$ cat src/rtl/clip_player_if.sv
// Control, BRAM and audio signals between a clip_player and its host/memories.
// The master side owns play/stop/clip selection and the BRAM read data.
interface clip_player_if;
    localparam int unsigned ADDR_W = 17;
    localparam int unsigned LEN_W  = 18;
    localparam int unsigned DATA_W = 16;

    logic              play;
    logic              stop;
    logic              clipPlayNum;
    logic [LEN_W-1:0]  clipLen0;
    logic [LEN_W-1:0]  clipLen1;
    logic              ena0;
    logic              ena1;
    logic [ADDR_W-1:0] addra;
    logic [DATA_W-1:0] douta0;
    logic [DATA_W-1:0] douta1;
    logic              audioOut;
    logic              playing;
    logic              done;

    modport master (
        output play, stop, clipPlayNum, clipLen0, clipLen1, douta0, douta1,
        input  ena0, ena1, addra, audioOut, playing, done
    );

    modport slave (
        input  play, stop, clipPlayNum, clipLen0, clipLen1, douta0, douta1,
        output ena0, ena1, addra, audioOut, playing, done
    );
endinterface

$ cat src/rtl/clip_player.sv
// Streams a signed 16-bit clip from one of two BRAMs, one sample per SAMPLE_DIV
// cycles, and renders each sample's top byte as an 8-bit PWM duty on audioOut.
module clip_player #(
    parameter int unsigned SAMPLE_DIV = 2000
) (
    input  logic          clock,
    input  logic          reset,
    clip_player_if.slave  bus
);
    localparam int unsigned ADDR_W = 17;
    localparam int unsigned LEN_W  = 18;
    localparam int unsigned DATA_W = 16;
    localparam int unsigned DIV_W  = 16;
    localparam int unsigned PWM_W  = 8;

    // FETCH, WAIT and LOAD take three of the SAMPLE_DIV cycles; HOLD covers the rest.
    localparam logic [DIV_W-1:0] DIV_RELOAD = DIV_W'(SAMPLE_DIV - 4);

    typedef enum logic [2:0] {
        IDLE,
        FETCH,
        WAIT,
        LOAD,
        HOLD,
        FINISH
    } state_t;

    state_t              state;
    state_t              state_n;
    logic                sel;
    logic                sel_n;
    logic [LEN_W-1:0]    len;
    logic [LEN_W-1:0]    len_n;
    logic [ADDR_W-1:0]   addr;
    logic [ADDR_W-1:0]   addr_n;
    logic [DIV_W-1:0]    div;
    logic [DIV_W-1:0]    div_n;
    logic [DATA_W-1:0]   sample;
    logic [DATA_W-1:0]   sample_n;
    logic [PWM_W-1:0]    duty;
    logic [PWM_W-1:0]    duty_n;
    logic [PWM_W-1:0]    pwm;

    logic                last;
    logic                active_n;
    logic                ena0_q;
    logic                ena1_q;
    logic                playing_q;
    logic                done_q;
    logic                audio_q;

    // Only the top byte of a sample reaches the PWM.
    logic                unused_sample_lsb;
    assign unused_sample_lsb = ^sample[7:0];

    // addr is 17 bits so a 131072-sample clip ends exactly at 17'h1FFFF.
    assign last = ({1'b0, addr} == (len - LEN_W'(1)));

    assign active_n = (state_n == FETCH) || (state_n == WAIT) ||
                      (state_n == LOAD)  || (state_n == HOLD);

    // Next-state and datapath update
    always_comb begin
        state_n  = state;
        sel_n    = sel;
        len_n    = len;
        addr_n   = addr;
        div_n    = div;
        sample_n = sample;
        duty_n   = duty;

        case (state)
            IDLE: begin
                if (bus.play && !bus.stop) begin
                    sel_n   = bus.clipPlayNum;
                    len_n   = bus.clipPlayNum ? bus.clipLen1 : bus.clipLen0;
                    addr_n  = '0;
                    state_n = (len_n == '0) ? FINISH : FETCH;
                end
            end
            FETCH: begin
                state_n = bus.stop ? FINISH : WAIT;
            end
            WAIT: begin
                state_n = bus.stop ? FINISH : LOAD;
            end
            LOAD: begin
                sample_n = sel ? bus.douta1 : bus.douta0;
                // Offset binary: most negative sample -> duty 0, most positive -> 0xFF.
                duty_n   = {~sample_n[15], sample_n[14:8]};
                div_n    = DIV_RELOAD;
                state_n  = bus.stop ? FINISH : HOLD;
            end
            HOLD: begin
                if (bus.stop) begin
                    state_n = FINISH;
                end else if (div == '0) begin
                    if (last) begin
                        state_n = FINISH;
                    end else begin
                        addr_n  = addr + ADDR_W'(1);
                        state_n = FETCH;
                    end
                end else begin
                    div_n = div - DIV_W'(1);
                end
            end
            FINISH: begin
                state_n = IDLE;
            end
            default: begin
                state_n = IDLE;
            end
        endcase
    end

    // State, datapath and registered outputs; outputs follow the state being entered.
    always_ff @(posedge clock) begin
        if (reset) begin
            state     <= IDLE;
            sel       <= 1'b0;
            len       <= '0;
            addr      <= '0;
            div       <= '0;
            sample    <= '0;
            duty      <= '0;
            pwm       <= '0;
            ena0_q    <= 1'b0;
            ena1_q    <= 1'b0;
            playing_q <= 1'b0;
            done_q    <= 1'b0;
            audio_q   <= 1'b0;
        end else begin
            state     <= state_n;
            sel       <= sel_n;
            len       <= len_n;
            addr      <= addr_n;
            div       <= div_n;
            sample    <= sample_n;
            duty      <= duty_n;
            pwm       <= pwm + PWM_W'(1);
            ena0_q    <= (state_n == FETCH) && !sel_n;
            ena1_q    <= (state_n == FETCH) &&  sel_n;
            playing_q <= active_n;
            done_q    <= (state_n == FINISH);
            audio_q   <= playing_q && (pwm < duty);
        end
    end

    assign bus.ena0     = ena0_q;
    assign bus.ena1     = ena1_q;
    assign bus.addra    = addr;
    assign bus.playing  = playing_q;
    assign bus.done     = done_q;
    assign bus.audioOut = audio_q;

endmodule

$ cat src/flat_wrapper.sv
// flat-port wrapper written by rule: the top's interface ports become plain ports
module clip_player_flat 
#(
    parameter int unsigned SAMPLE_DIV = 2000
)
  (clock, reset, bus_play, bus_stop, bus_clipPlayNum, bus_clipLen0, bus_clipLen1, bus_douta0, bus_douta1, bus_ena0, bus_ena1, bus_addra, bus_audioOut, bus_playing, bus_done);
  clip_player_if bus_i ();
  input  logic clock;
  input  logic reset;
  input wire logic [$bits(bus_i.play)-1:0] bus_play;
  input wire logic [$bits(bus_i.stop)-1:0] bus_stop;
  input wire logic [$bits(bus_i.clipPlayNum)-1:0] bus_clipPlayNum;
  input wire logic [$bits(bus_i.clipLen0)-1:0] bus_clipLen0;
  input wire logic [$bits(bus_i.clipLen1)-1:0] bus_clipLen1;
  input wire logic [$bits(bus_i.douta0)-1:0] bus_douta0;
  input wire logic [$bits(bus_i.douta1)-1:0] bus_douta1;
  output wire logic [$bits(bus_i.ena0)-1:0] bus_ena0;
  output wire logic [$bits(bus_i.ena1)-1:0] bus_ena1;
  output wire logic [$bits(bus_i.addra)-1:0] bus_addra;
  output wire logic [$bits(bus_i.audioOut)-1:0] bus_audioOut;
  output wire logic [$bits(bus_i.playing)-1:0] bus_playing;
  output wire logic [$bits(bus_i.done)-1:0] bus_done;
  assign bus_i.play = bus_play;
  assign bus_i.stop = bus_stop;
  assign bus_i.clipPlayNum = bus_clipPlayNum;
  assign bus_i.clipLen0 = bus_clipLen0;
  assign bus_i.clipLen1 = bus_clipLen1;
  assign bus_i.douta0 = bus_douta0;
  assign bus_i.douta1 = bus_douta1;
  assign bus_ena0 = bus_i.ena0;
  assign bus_ena1 = bus_i.ena1;
  assign bus_addra = bus_i.addra;
  assign bus_audioOut = bus_i.audioOut;
  assign bus_playing = bus_i.playing;
  assign bus_done = bus_i.done;
  clip_player #(.SAMPLE_DIV(SAMPLE_DIV)) u_core (.clock(clock), .reset(reset), .bus(bus_i));
endmodule
$ cat config.mk
export PLATFORM = sky130hd
export DESIGN_NAME = clip_player_flat
export DESIGN_NICKNAME = d
export VERILOG_FILES = /design/src/rtl/clip_player_if.sv /design/src/rtl/clip_player.sv /design/src/flat_wrapper.sv
export SDC_FILE = /design/constraint.sdc
export NUM_CORES = 1
export LEC_CHECK = 0
export CORE_MARGIN = 10
export CORE_UTILIZATION = 30
export CTS_CLUSTER_DIAMETER = 200
export DETAILED_ROUTE_END_ITERATION = 16
export HOLD_SLACK_MARGIN = 0.1
export PLACE_DENSITY_LB_ADDON = 0.2
export SKIP_CTS_REPAIR_TIMING = 1
export SLEW_MARGIN = 10
export SYNTH_ARGS = -nofsm -noshare
export SYNTH_HDL_FRONTEND = slang
export SYNTH_SLANG_ARGS = --single-unit
export TNS_END_PERCENT = 20
$ cat constraint.sdc
create_clock -name clock -period 3 [get_ports clock]
set_input_delay 0.75 -clock clock [delete_from_list [all_inputs] [get_ports clock]]
set_output_delay 0.75 -clock clock [all_outputs]
set_load 0.1 [all_outputs]
== Yosys cells after proc, flatten, opt, wreduce, memory -nomap -nowiden ==
Index checks and enable logic that the tools add are counted.
Word-level totals
  logic and storage cells: 71
  register bits after elaboration: 76
Operators by class
  bitwise operators: 1
  add/subtract/negate cells: 4
  mux-type cells: 21
  eq/ne operators: 15
  $lt $le $gt $ge: 1
  reductions and logical operators: 17
Operators by type and width (number)
  $mux 17: 4
  $mux 16: 3
  $pmux 17 s2: 1
  $pmux 16 s2: 1
  $mux 3: 7
  $eq 17x18->1: 1
  $logic_not 18->1: 1
  $mux 18: 1
  $sub 18x1->18 const B: 1
  $add 17x1->17 const B: 1
  $logic_not 16->1: 1
  $sub 16x1->16 const B: 1
  $pmux 3 s5: 1
  $eq 3x2->1 const B: 4
  $eq 3x3->1 const B: 3
  $add 8x1->8 const B: 1
  $lt 8x8->1: 1
  $eq 3x1->1 const B: 2
  $ne 2x2->1 const B: 3
  $reduce_and 5->1: 1
  $logic_and 1x1->1: 4
  $ne 2x1->1 const B: 2
  $reduce_bool 2->1: 2
  $logic_not 3->1: 1
  other kinds (6): 11

== Depth between registers and ports, before layout ==
  depth in word-level cells: 10
  gate-level depth with buffers: 13
  mapped depth without buffers: 11

== Least setup slack after synthesis ==
OpenSTA, ideal clock, no wires.
  path kind: flip-flop to flip-flop
  from: register u_core.addr[5], in the netlist u_core.bus.addra[5]
  to: register u_core.addr[11], in the netlist u_core.bus.addra[11]
  library setup time: 0.068 ns
  stages on the path, launching flop included: 13
  required time: 2.932 ns
  arrival: 3.019 ns
  path buffers: 3
  path slack: -0.087 ns
  path through: dfxtp_1 -> clkbuf_1 -> nand3b_1 -> a211o_1 -> a21boi_1 -> o22a_2 -> o2111ai_2 -> nor4_4 -> or2_4 -> buf_8 -> buf_12 -> o21ai_2 -> a21oi_2
On the way
  word-level cells in the longest chain between the ends: 5
  elaborated cells between the ends (all ways): 8
  those cells by class: add/sub: 1; eq/ne: 2; mux: 4; reduce/logical: 1
Ends and longest elaborated chain
  from (decl): line clip_player.sv:34  | logic [ADDR_W-1:0] addr;
  from (signal assigned): line clip_player.sv:137  | addr <= addr_n;
  $add 17x1->17: line clip_player.sv:101  | addr_n = addr + ADDR_W'(1);
  $mux 17: line clip_player.sv:98  | if (last) begin
  $mux 17: line clip_player.sv:97  | end else if (div == '0) begin
  $mux 17: line clip_player.sv:95  | if (bus.stop) begin
  $pmux 17 s2: line clip_player.sv:72  | case (state)
Several ways; a longest one is shown, not always the timed one. The select of a mux whose other input is x is not followed.
A chain may end at the register's enable or synchronous reset.

== Worst setup path after layout ==
  from: register u_core.len[0]
  to: register u_core.addr[5], in the netlist u_core.bus.addra[5]
On the way
  word-level cells in the longest chain between the ends: 4
Ends and longest elaborated chain
  from (decl): line clip_player.sv:32  | logic [LEN_W-1:0] len;
  from (signal assigned): line clip_player.sv:136  | len <= len_n;
  $sub 18x1->18: line clip_player.sv:57  | assign last = ({1'b0, addr} == (len - LEN_W'(1)));
  $eq 17x18->1: line clip_player.sv:57
  $ne 2x2->1 (no source line)
  $reduce_and 5->1 (no source line)
Every way passes these cells.

==> key figures <==
Outcome
  – Outcome: finished, final reports clean

Setup path
  – WP data arrival: 3070 ps
  – Reg2reg setup slack: 210 ps
  – Worst R2R End: u_core.bus.addra[5]$_SDFFE_PP0P_
  – CP Capture Type: flip-flop
  – Reg2reg path depth: 11
  – Kind of critical path: reg2reg
  – Crit Path Max Fanout: 24
  – CP required: 3280 ps
  – Element type at the critical path start: flip-flop
  – RR Startpoint: u_core.len[0]$_SDFFE_PP0P_

Synthesis
  – Cells after Synth: 501
  – Post-synth EDFFs: 0
  – Asr flop ratio synth: 0
  – Synthesized cell area: 0.00432 mm^2
  – Top_reg_cell synth: dfxtp_1
  – Synth unique cells: 60
  – Syn Area/Cell: 8.63 um^2
  – Number of synthesized register bits: 76
  – Synth Net Count: 585
  – Syn. warnings: 0
  – Seq/Total Area, Yosys: 0.352

Finish
  – Most common cell after layout, fill and taps aside: dfxtp_1
  – Area Overhead vs Synth: 28.5%
  – Finished Core Util: 0.397
  – Most frequent cells in the layout: dfxtp_1 (74), nor2_1 (69), clkdlybuf4s50_1 (55), buf_4 (39), xnor2_1 (29)
  – Filler cells: 1438
  – Proportion of layout cells with a drive suffix above 1: 0.137
  – Nets: 662
  – Final antenna diode count: 0
  – Non-filler cells, final: 762

Power and ir drop
  – P_leak: 2.01 nW
  – Peak supply drop: 0.338 mV
  – Power Density: 707 mW/mm^2

Routing
  – DR iter-0 viols: 195
  – Initial DRT Pass Iterations: 4
  – Final ANT Viol Nets: 0
  – Routed wire length: 11700 um
  – DRC: 0
  – Routed WL per cell: 15.4 um
  – Vias: 3839
  – Vias per cell: 5.04

Timing
  – Final cycle utilization of the critical path: 0.929
  – Slew Viols, Final: 0
  – Final setup vio count: 0
  – Minimum clock period: 2790 ps
  – Unrepaired setup endpoints after global routing: yes
  – Setup Skew: 6.06 ps
  – Fmax: 359 MHz
  – Slew @ Worst Pin: 576 ps
  – Slew HR: 0.616
  – Fin. Hold Viols: 0

GRT
  – First-pass GRT wire length: 19600 um
  – Largest net degree at the start of global routing: 38
  – GR Overflow Total: 0
  – Total global-route track usage: 0.121
  – Vias in the first global route: 3874
  – Initial antenna violation count: 0

Floorplanning
  – Die extent in x: 140 um
  – Die Span Y: 140 um
  – Initial Util: 0.309
  – Ports: 95
  – Row count: 43
  – Core Area: 0.0140 mm^2
  – Die footprint: 0.0196 mm^2

Clock network
  – Clock Tree Buf Depth: 2
  – CTS tree: built
  – Clock Latency Late Sink: 340 ps
  – Root Buffer: clkbuf_16
  – Worst-path clk slew: 60 ps
  – H-tree lvl count: 3
  – Num Clock Sinks: 76
  – CTS buffer count: 9

Placed design
  – GPL Wtd Cong: 0.882
  – Buffers on Ports: 78
  – DP HPWL: 9160 um
  – Placed cells: 747

Worst hold path
  – Hold Path Class: reg2reg
  – Hold path startpoint: u_core.duty[7]$_SDFFE_PP0P_
  – Hold path cells: 2
  – Hold Path End: u_core.duty[7]$_SDFFE_PP0P_

Flow run
  – Max_cap viols: 0
power breakdown:
group          switching [W]  internal (W)  total [W]
clock               0.000409      0.000720    0.00113
combinational       0.000845      0.000637    0.00148
sequential          0.000170       0.00115    0.00132
layout make-up:
type | instances | area [um^2] | area share
multi-input combinational | 381 | 2590 | 0.467
sequential | 76 | 1520 | 0.274
timing repair buffer | 95 | 848 | 0.153
clock buffer | 10 | 229 | 0.0412
tap | 180 | 225 | 0.0405
clock inverter | 5 | 77.6 | 0.0140
inverter | 15 | 56.3 | 0.0101
registers in the layout (all words and copies together) (netlist names):
signal,cells
u_core.pwm,8
u_core.bus.audioOut,1
u_core.state,3
u_core.bus.done,1
u_core.sel,1
u_core.bus.addra,17
u_core.bus.ena0,1
u_core.bus.ena1,1
u_core.len,18
u_core.duty,8
u_core.div,16
u_core.bus.playing,1
synthesized netlist by cell type (3+ instances only):
library cell / count / area [um^2]
buf_1: 7 / 26.3
nand3_1: 20 / 100
a21o_1: 4 / 30.0
xnor2_1: 29 / 254
nand4_1: 9 / 56.3
nor3_1: 8 / 40.0
mux2i_1: 28 / 280
o21ai_0: 10 / 50.1
nor4_1: 15 / 93.8
nor2_1: 69 / 259
o21ai_2: 4 / 35.0
xor2_1: 13 / 114
nand2b_1: 4 / 25.0
or3_1: 8 / 50.1
and3_1: 9 / 56.3
dfxtp_1: 76 / 1520
a211oi_1: 26 / 195
o211ai_1: 4 / 30.0
ha_1: 11 / 138
nand2_1: 23 / 86.3
clkbuf_1: 16 / 60.1
a31oi_1: 5 / 31.3
or4_1: 6 / 45.0
and2_1: 7 / 43.8
nor3b_1: 3 / 22.5
a21oi_2: 6 / 52.6
and4_1: 6 / 52.6
inv_1: 15 / 56.3
nor4b_1: 7 / 61.3
a21oi_1: 15 / 75.1
nor2b_1: 3 / 18.8
worst max-delay path, cell delays in order, from the launching register on:
cell	delay (ps)
dfxtp_1	330
inv_1	50
ha_1	200
nor3b_2	200
and3_1	220
and2_1	150
o311a_1	300
o221ai_2	280
nor4_4	60
or2_4	360
or4_1	500
nand2_1	80
worst max path at each step:
stage	startpoint	endpoint	cells after the start
final	u_core.len[0]$_SDFFE_PP0P_	u_core.bus.addra[5]$_SDFFE_PP0P_	11
after global routing	u_core.len[1]$_SDFFE_PP0P_	u_core.bus.addra[8]$_SDFFE_PP0P_	10
after CTS	u_core.len[0]$_SDFFE_PP0P_	u_core.bus.addra[5]$_SDFFE_PP0P_	9
after detailed placement	bus_clipLen1[7]	u_core.bus.ena0$_SDFF_PP0_	9
after global placement	bus_clipLen1[7]	u_core.bus.ena0$_SDFF_PP0_	9
after floorplan	u_core.bus.addra[3]$_SDFFE_PP0P_	u_core.bus.addra[11]$_SDFFE_PP0P_	10
metrics by stage:
| stage | area, um^2 | TNS (ps) | total power [W] | setup WS, ps | hold WS (ps) |
|---|---|---|---|---|---|
| after floorplan | 4320 | 0 | 0.00246 | 80.3 | 421 |
| final | 5550 | 0 | 0.00393 | 212 | 460 |
| after global placement | 5240 | -10.0 | 0.00279 | -10.0 | 434 |
| after CTS | 5550 | 0 | 0.00397 | 95.9 | 464 |
| after detailed placement | 5240 | 0 | 0.00282 | 3.23 | 456 |
| after global routing | 5550 | -13.4 | 0.00419 | -11.4 | 493 |
routing by layer:
metal	up-vias	global-route usage	share of wire
li1	1982	-	-
met1	1778	0.140	0.45
met2	68	0.208	0.50
met3	11	0.0338	0.040
met4	0	0.0408	0.014
met5	-	0	0
kinds of logic (layout without fill, tap and decap cells):
group | Yosys count | count (layout) | share of synthesized area
adder cells (fa/ha/maj) | 11 | 11 | 0.0318
multiplexers | 30 | 30 | 0.0701
flip-flops | 76 | 76 | 0.352
XOR/XNOR | 42 | 42 | 0.0851
AND/OR/NAND/NOR | 206 | 206 | 0.259
buffers and inverters | 44 | 125 | 0.0492
AO/OA/AOI/OAI | 92 | 92 | 0.153
Note: power is estimated with default switching activity, not from simulation.
